$ cat config.mk
export PLATFORM = sky130hd
export DESIGN_NAME = dawson64_responder
export DESIGN_NICKNAME = d
export VERILOG_FILES = /design/src/rtl/dawson64_pkg.sv /design/src/rtl/dawson64_timeout_ctr.sv /design/src/rtl/dawson64_responder.sv
export SDC_FILE = /design/constraint.sdc
export NUM_CORES = 1
export LEC_CHECK = 0
export CORE_AREA = 2 2 157 159
export CTS_BUF_LIST = sky130_fd_sc_hd__clkbuf_4 sky130_fd_sc_hd__clkbuf_8
export DETAILED_ROUTE_END_ITERATION = 7
export DIE_AREA = 0 0 159 161
export GPL_ROUTABILITY_DRIVEN = 0
export PLACE_DENSITY = 0.81
export SKIP_LAST_GASP = 1
export SLEW_MARGIN = 20
export SYNTH_ARGS = -nofsm -noshare
export SYNTH_HDL_FRONTEND = slang
export SYNTH_SLANG_ARGS = --single-unit
$ cat constraint.sdc
create_clock -name clk -period 22.6 [get_ports clk]
set_input_delay 4.52 -clock clk [delete_from_list [all_inputs] [get_ports clk]]
set_output_delay 4.52 -clock clk [all_outputs]
set_load 0.02 [all_outputs]
$ cat src/rtl/dawson64_pkg.sv
// dawson64_pkg: shared state encoding and constants for the Dawson 64-bit responder
package dawson64_pkg;
  localparam int DAWSON_W = 64;
  localparam logic [DAWSON_W-1:0] DAWSON_QNAN = 64'h7FF8000000000000;
  typedef enum logic [1:0] {GET_OPS, ISSUE, WAIT_RES, PUT_Z} state_t;
endpackage

$ cat src/rtl/dawson64_timeout_ctr.sv
// dawson64_timeout_ctr: counts enabled cycles and flags the cycle that reaches the limit
module dawson64_timeout_ctr #(
  parameter int TIMEOUT_CYCLES = 1024
) (
  input  logic clk,
  input  logic rst,
  input  logic clr_i,
  input  logic en_i,
  output logic tc_o
);
  localparam int W = TIMEOUT_CYCLES > 1 ? $clog2(TIMEOUT_CYCLES + 1) : 1;
  localparam logic [W-1:0] LAST = TIMEOUT_CYCLES > 0 ? W'(TIMEOUT_CYCLES - 1) : '0;
  logic [W-1:0] cnt_q, cnt_d;
  always_comb begin
    tc_o = (TIMEOUT_CYCLES > 0) && en_i && cnt_q == LAST;
    cnt_d = clr_i ? '0 : en_i ? cnt_q + 1'b1 : cnt_q;
  end
  always_ff @(posedge clk or posedge rst)
    if (rst) cnt_q <= '0;
    else cnt_q <= cnt_d;
endmodule

$ cat src/rtl/dawson64_responder.sv
// dawson64_responder: Dawson stb/ack responder driving a ready_in/ready_out execution unit
module dawson64_responder
  import dawson64_pkg::*;
#(
  parameter int WIDTH = DAWSON_W,
  parameter int TIMEOUT_CYCLES = 1024,
  parameter logic [WIDTH-1:0] TIMEOUT_Z = WIDTH'(DAWSON_QNAN)
) (
  input  logic             clk,
  input  logic             rst,
  input  logic [WIDTH-1:0] input_a,
  input  logic             input_a_stb,
  output logic             input_a_ack,
  input  logic [WIDTH-1:0] input_b,
  input  logic             input_b_stb,
  output logic             input_b_ack,
  output logic [WIDTH-1:0] output_z,
  output logic             output_z_stb,
  input  logic             output_z_ack,
  output logic [WIDTH-1:0] a,
  output logic [WIDTH-1:0] b,
  output logic             ready_in,
  input  logic [WIDTH-1:0] out,
  input  logic             ready_out,
  output logic             timeout_err,
  output logic [7:0]       spurious_cnt
);
  state_t state_q, state_d;
  logic got_a_q, got_a_d, got_b_q, got_b_d;
  logic a_ack_q, a_ack_d, b_ack_q, b_ack_d;
  logic err_q, err_d, a_xfer, b_xfer, tc;
  logic [WIDTH-1:0] a_q, a_d, b_q, b_d, z_q, z_d;
  logic [7:0] spur_q, spur_d;
  dawson64_timeout_ctr #(.TIMEOUT_CYCLES(TIMEOUT_CYCLES)) u_tmo (
    .clk(clk),
    .rst(rst),
    .clr_i(state_q == ISSUE),
    .en_i(state_q == WAIT_RES),
    .tc_o(tc)
  );
  always_ff @(posedge clk or posedge rst)
    if (rst) begin
      state_q <= GET_OPS;
      got_a_q <= 1'b0;
      got_b_q <= 1'b0;
      a_ack_q <= 1'b0;
      b_ack_q <= 1'b0;
      err_q <= 1'b0;
      a_q <= '0;
      b_q <= '0;
      z_q <= '0;
      spur_q <= '0;
    end else begin
      state_q <= state_d;
      got_a_q <= got_a_d;
      got_b_q <= got_b_d;
      a_ack_q <= a_ack_d;
      b_ack_q <= b_ack_d;
      err_q <= err_d;
      a_q <= a_d;
      b_q <= b_d;
      z_q <= z_d;
      spur_q <= spur_d;
    end
  always_comb begin
    a_xfer = input_a_stb && a_ack_q;
    b_xfer = input_b_stb && b_ack_q;
    got_a_d = state_q == ISSUE ? 1'b0 : got_a_q | a_xfer;
    got_b_d = state_q == ISSUE ? 1'b0 : got_b_q | b_xfer;
    a_d = a_xfer ? input_a : a_q;
    b_d = b_xfer ? input_b : b_q;
    state_d = state_q;
    z_d = z_q;
    err_d = err_q;
    case (state_q)
      GET_OPS:  if (got_a_d && got_b_d) state_d = ISSUE;
      ISSUE:    state_d = WAIT_RES;
      // a result arriving on the terminal-count edge beats the timeout
      WAIT_RES: if (ready_out) begin
        z_d = out;
        state_d = PUT_Z;
      end else if (tc) begin
        z_d = TIMEOUT_Z;
        err_d = 1'b1;
        state_d = PUT_Z;
      end
      PUT_Z:    if (output_z_ack) state_d = GET_OPS;
      default:  state_d = GET_OPS;
    endcase
    a_ack_d = state_d == GET_OPS && !got_a_d;
    b_ack_d = state_d == GET_OPS && !got_b_d;
    spur_d = (ready_out && state_q != WAIT_RES && spur_q != 8'hFF) ? spur_q + 8'd1 : spur_q;
  end
  always_comb begin
    input_a_ack = a_ack_q;
    input_b_ack = b_ack_q;
    ready_in = state_q == ISSUE;
    output_z_stb = state_q == PUT_Z;
    output_z = z_q;
    a = a_q;
    b = b_q;
    timeout_err = err_q;
    spurious_cnt = spur_q;
  end
endmodule

==> impl_metrics.toml <==
[setup_path]
critPathMaxFanout = 14
critPathKind = "register to output pin"
critPathArrivalTime_ns = 2.17
start_kind = "register"
path_delay_family = "buffers and inverters"
cp_slowest_cell = "clkdlybuf4s50_1"
r2r_end = "input_b_ack"
rr_startpoint = "state_q[0]"
cp_cell_sequence = "inv_1 -> ha_1 -> clkdlybuf4s50_1"
crit_start = "state_q[1]"
reg2regPathDepth = 6
worstSetupEndpointType = "output pin"
endpoint = "ready_in"
critical_path_depth = 3
required_ns = 18.08
cp_slowest_stage_delay_ns = 0.73
path_buf_inv = 2
rrSetupSlack_ns = 20.06

[synthesis]
syn_area_per_cell_sq_um = 15.2
synthMuxAreaShare_pct = 17.6
synth-xor-area-share_pct = 0.734
syn_inst = 548
yosysSeqAreaShare_pct = 65.3
yosys_warnings = 0
synthFlopType = "dfrtp_1"
yosysUniqueCellTypes = 42
synth_edf_count = 0
synth-adder-area-share_pct = 0.899
ys_async_sr_fraction_pct = 100
syn_area_sq_um = 8350
synth_top_family_by_area = "multiplexers"
syn_nets = 752
ys_seq_elements = 218
synth_compound_area_share_pct = 9.62
synthSimpleGateAreaFrac_pct = 3.24

[sta]
finalSetupViolations = 0
fmax_mhz = 149
worstMarginPinSlew_ns = 1.04
tns_ns = 0
rsz0062_at_grt = "false"
drv_slew = 0
timing.slew.headroom_pct = 30.8
finClkSkew_ns = 0.0151
min_period_ns = 6.69
hold_violations = 0
timing.final.crit_share_pct = 29.6

[pwr]
clockPowerShare_pct = 18.1
power.share.sequential_pct = 34.1
ir_drop_uv = 81.9
power_switching_w = 0.000719
switching_share_pct = 35.8
comb_power_share_pct = 47.7
powerDensity_nw_per_um2 = 150
leakage_nw = 5.73
power_w = 0.00201
internal_power_w = 0.00129

[clock_tree]
cts_made_buffers = 38
clk_path_buf_depth = 3
clock_sinks = 218
clk_latency_ns = 0.51
cts_tree = "done"
cts-htree-levels = 2
postCtsHoldBufs = 0
cts_resized = 0
cts.clk_slew.worst_paths_ns = 0.06
postCtsSetupRepairBufs = 0
cts-root-buf = "clkbuf_8"

[drt]
route.final.wire_length_microns = 23600
wire_per_inst_microns = 18.0
viasPerCell = 4.81
ant_nets = 0
drtIter0Drc = 343
drc = 0
dr.pass1.iters = 4
vias = 6305

[layout]
nets = 1167
area_growth_pct = 60.5
fin_util_pct = 55.9
antenna_cells = 0
drive_gt1_share_pct = 21.1

[floorplan]
coreArea_sq_um = 24000
chipHeight_microns = 161
start_util_pct = 34.8
num_io_pins = 403
die_area_sq_um = 25600
die_w_microns = 159
fp-row-count = 57

[place]
io_buffers = 402
dpl.hpwl_microns = 16800

[grt]
grt_use_total_pct = 17.9
grt_max_degree = 141
grt_pass1_vias = 6495
grt_pass1_wl_microns = 36500
antenna_found_initial = 0
gr-total-overflow = 0

[job]
cap_violations = 0

[status]
status = "finished clean"

[worst_hold_path]
hold_class = "register to register"
==> flip-flops by register name (all words and copies together) (netlist names) <==
name / cells
a: 64
u_tmo.cnt_q: 11
input_b_ack: 1
state_q: 2
got_b_q: 1
b: 64
timeout_err: 1
spurious_cnt: 8
input_a_ack: 1
output_z: 64
got_a_q: 1
==> synth_stat cells (2+ instances only) <==
cell | n | area share, %
dfrtp_1 | 218 | 65
mux2_2 | 129 | 17
a22o_1 | 53 | 5.6
buf_2 | 14 | 0.84
nand2_1 | 14 | 0.63
o22a_1 | 12 | 1.3
clkbuf_1 | 9 | 0.40
o21ai_0 | 9 | 0.54
a21oi_1 | 8 | 0.48
inv_1 | 8 | 0.36
nor2_1 | 8 | 0.36
buf_6 | 7 | 0.94
ha_1 | 6 | 0.90
nor3_1 | 5 | 0.30
xor2_1 | 4 | 0.42
a31oi_1 | 3 | 0.22
and3_1 | 3 | 0.22
nand3_1 | 3 | 0.18
nand4_1 | 3 | 0.22
nor4_1 | 3 | 0.22
o31ai_1 | 3 | 0.27
xnor2_1 | 3 | 0.31
mux2i_1 | 2 | 0.24
nand2b_1 | 2 | 0.15
nor2b_1 | 2 | 0.15
==> worst register-to-register path, cell delays in order, from the launching register on <==
cell and delay (ns):
dfrtp_1 0.43, inv_1 0.10, ha_1 0.38, and2_2 0.92, nor3_1 0.14, a221oi_2 0.36
nor3_1 0.08
==> cell usage in the layout (no fill, tap or decap), types with 2 or more instances in the layout <==
master           Yosys  routed
nor2_1               8       8
o21ai_0              9       9
mux2i_1              2       2
xnor2_1              3       3
xor2_1               4       4
clkbuf_8             0      46
inv_1                8       7
mux2_2             129     129
nand3_1              3       3
nand2b_1             2       2
clkbuf_4             0       9
nor3_1               5       5
ha_1                 6       6
clkinv_2             0       6
o22a_1              12      12
a31oi_1              3       3
nor4_1               3       3
nand4_1              3       3
and3_1               3       3
clkdlybuf4s50_1      0     402
nand2_1             14      12
buf_4                0       2
nor2b_1              2       2
a21oi_1              8       8
a22o_1              53      53
nand2_2              0       2
dfrtp_1            218     218
o31ai_1              3       3
==> stage by stage <==
stage | setup WS (ns) | instances | hold slack (ns) | instance area (sq um)
final | 15.91 | 1310 | 0.487 | 13400
after global routing | 15.75 | 1310 | 0.504 | 13400
after CTS | 15.85 | 1310 | 0.489 | 13400
after detailed placement | 15.70 | 1247 | 0.477 | 12600
after global placement | 15.72 | 1247 | 0.460 | 12600
after floorplan | 12.12 | 548 | 0.458 | 8350
==> routing by layer <==
metal / global-route usage (%) / part of all wire, % / wire length (microns) / vias to the layer above
li1: - / - / - / 2834
met1: 21.6 / 39 / 9160 / 3144
met2: 30.4 / 50 / 11800 / 274
met3: 5.91 / 8.0 / 1890 / 53
met4: 6.28 / 3.1 / 727 / 0
met5: 0 / 0 / 0 / -
==> power by group through the flow <==
stage	combinational (W)	sequential, W	clock, W
after global placement	0.000949	0.000681	0
after global routing	0.00101	0.000707	0.000398
after floorplan	0.000273	0.000899	0
final	0.000958	0.000685	0.000364
after CTS	0.000967	0.000685	0.000380
after detailed placement	0.000962	0.000690	0
==> final cells by class <==
cell class | count | area (sq um)
inverter | 8 | 37.5
sequential | 218 | 5460
clock buffer | 55 | 701
timing repair buffer | 405 | 4050
fill | 2001 | 10600
tap | 324 | 405
multi-input combinational | 292 | 2690
clock inverter | 8 | 67.6
==> how the worst min path moves through the flow <==
| stage | from | endpoint | slack [ns] | cells after the start |
|---|---|---|---|---|
| after detailed placement | output_z[54] | output_z[54] | 0.48 | 1 |
| after global placement | timeout_err | timeout_err | 0.46 | 1 |
| final | output_z[52] | output_z[52] | 0.49 | 1 |
| after floorplan | u_tmo.cnt_q[6] | u_tmo.cnt_q[6] | 0.46 | 1 |
| after global routing | output_z[62] | output_z[62] | 0.50 | 1 |
| after CTS | output_z[52] | output_z[52] | 0.49 | 1 |
==> cells by family after synthesis <==
group           Yosys count
xor+xnor                  7
flops                   218
fa+ha+maj                 6
mux                     131
buf+inv                  38
simple gates             50
compound gates           98
No activity file was read; power rests on OpenSTA's default activity.
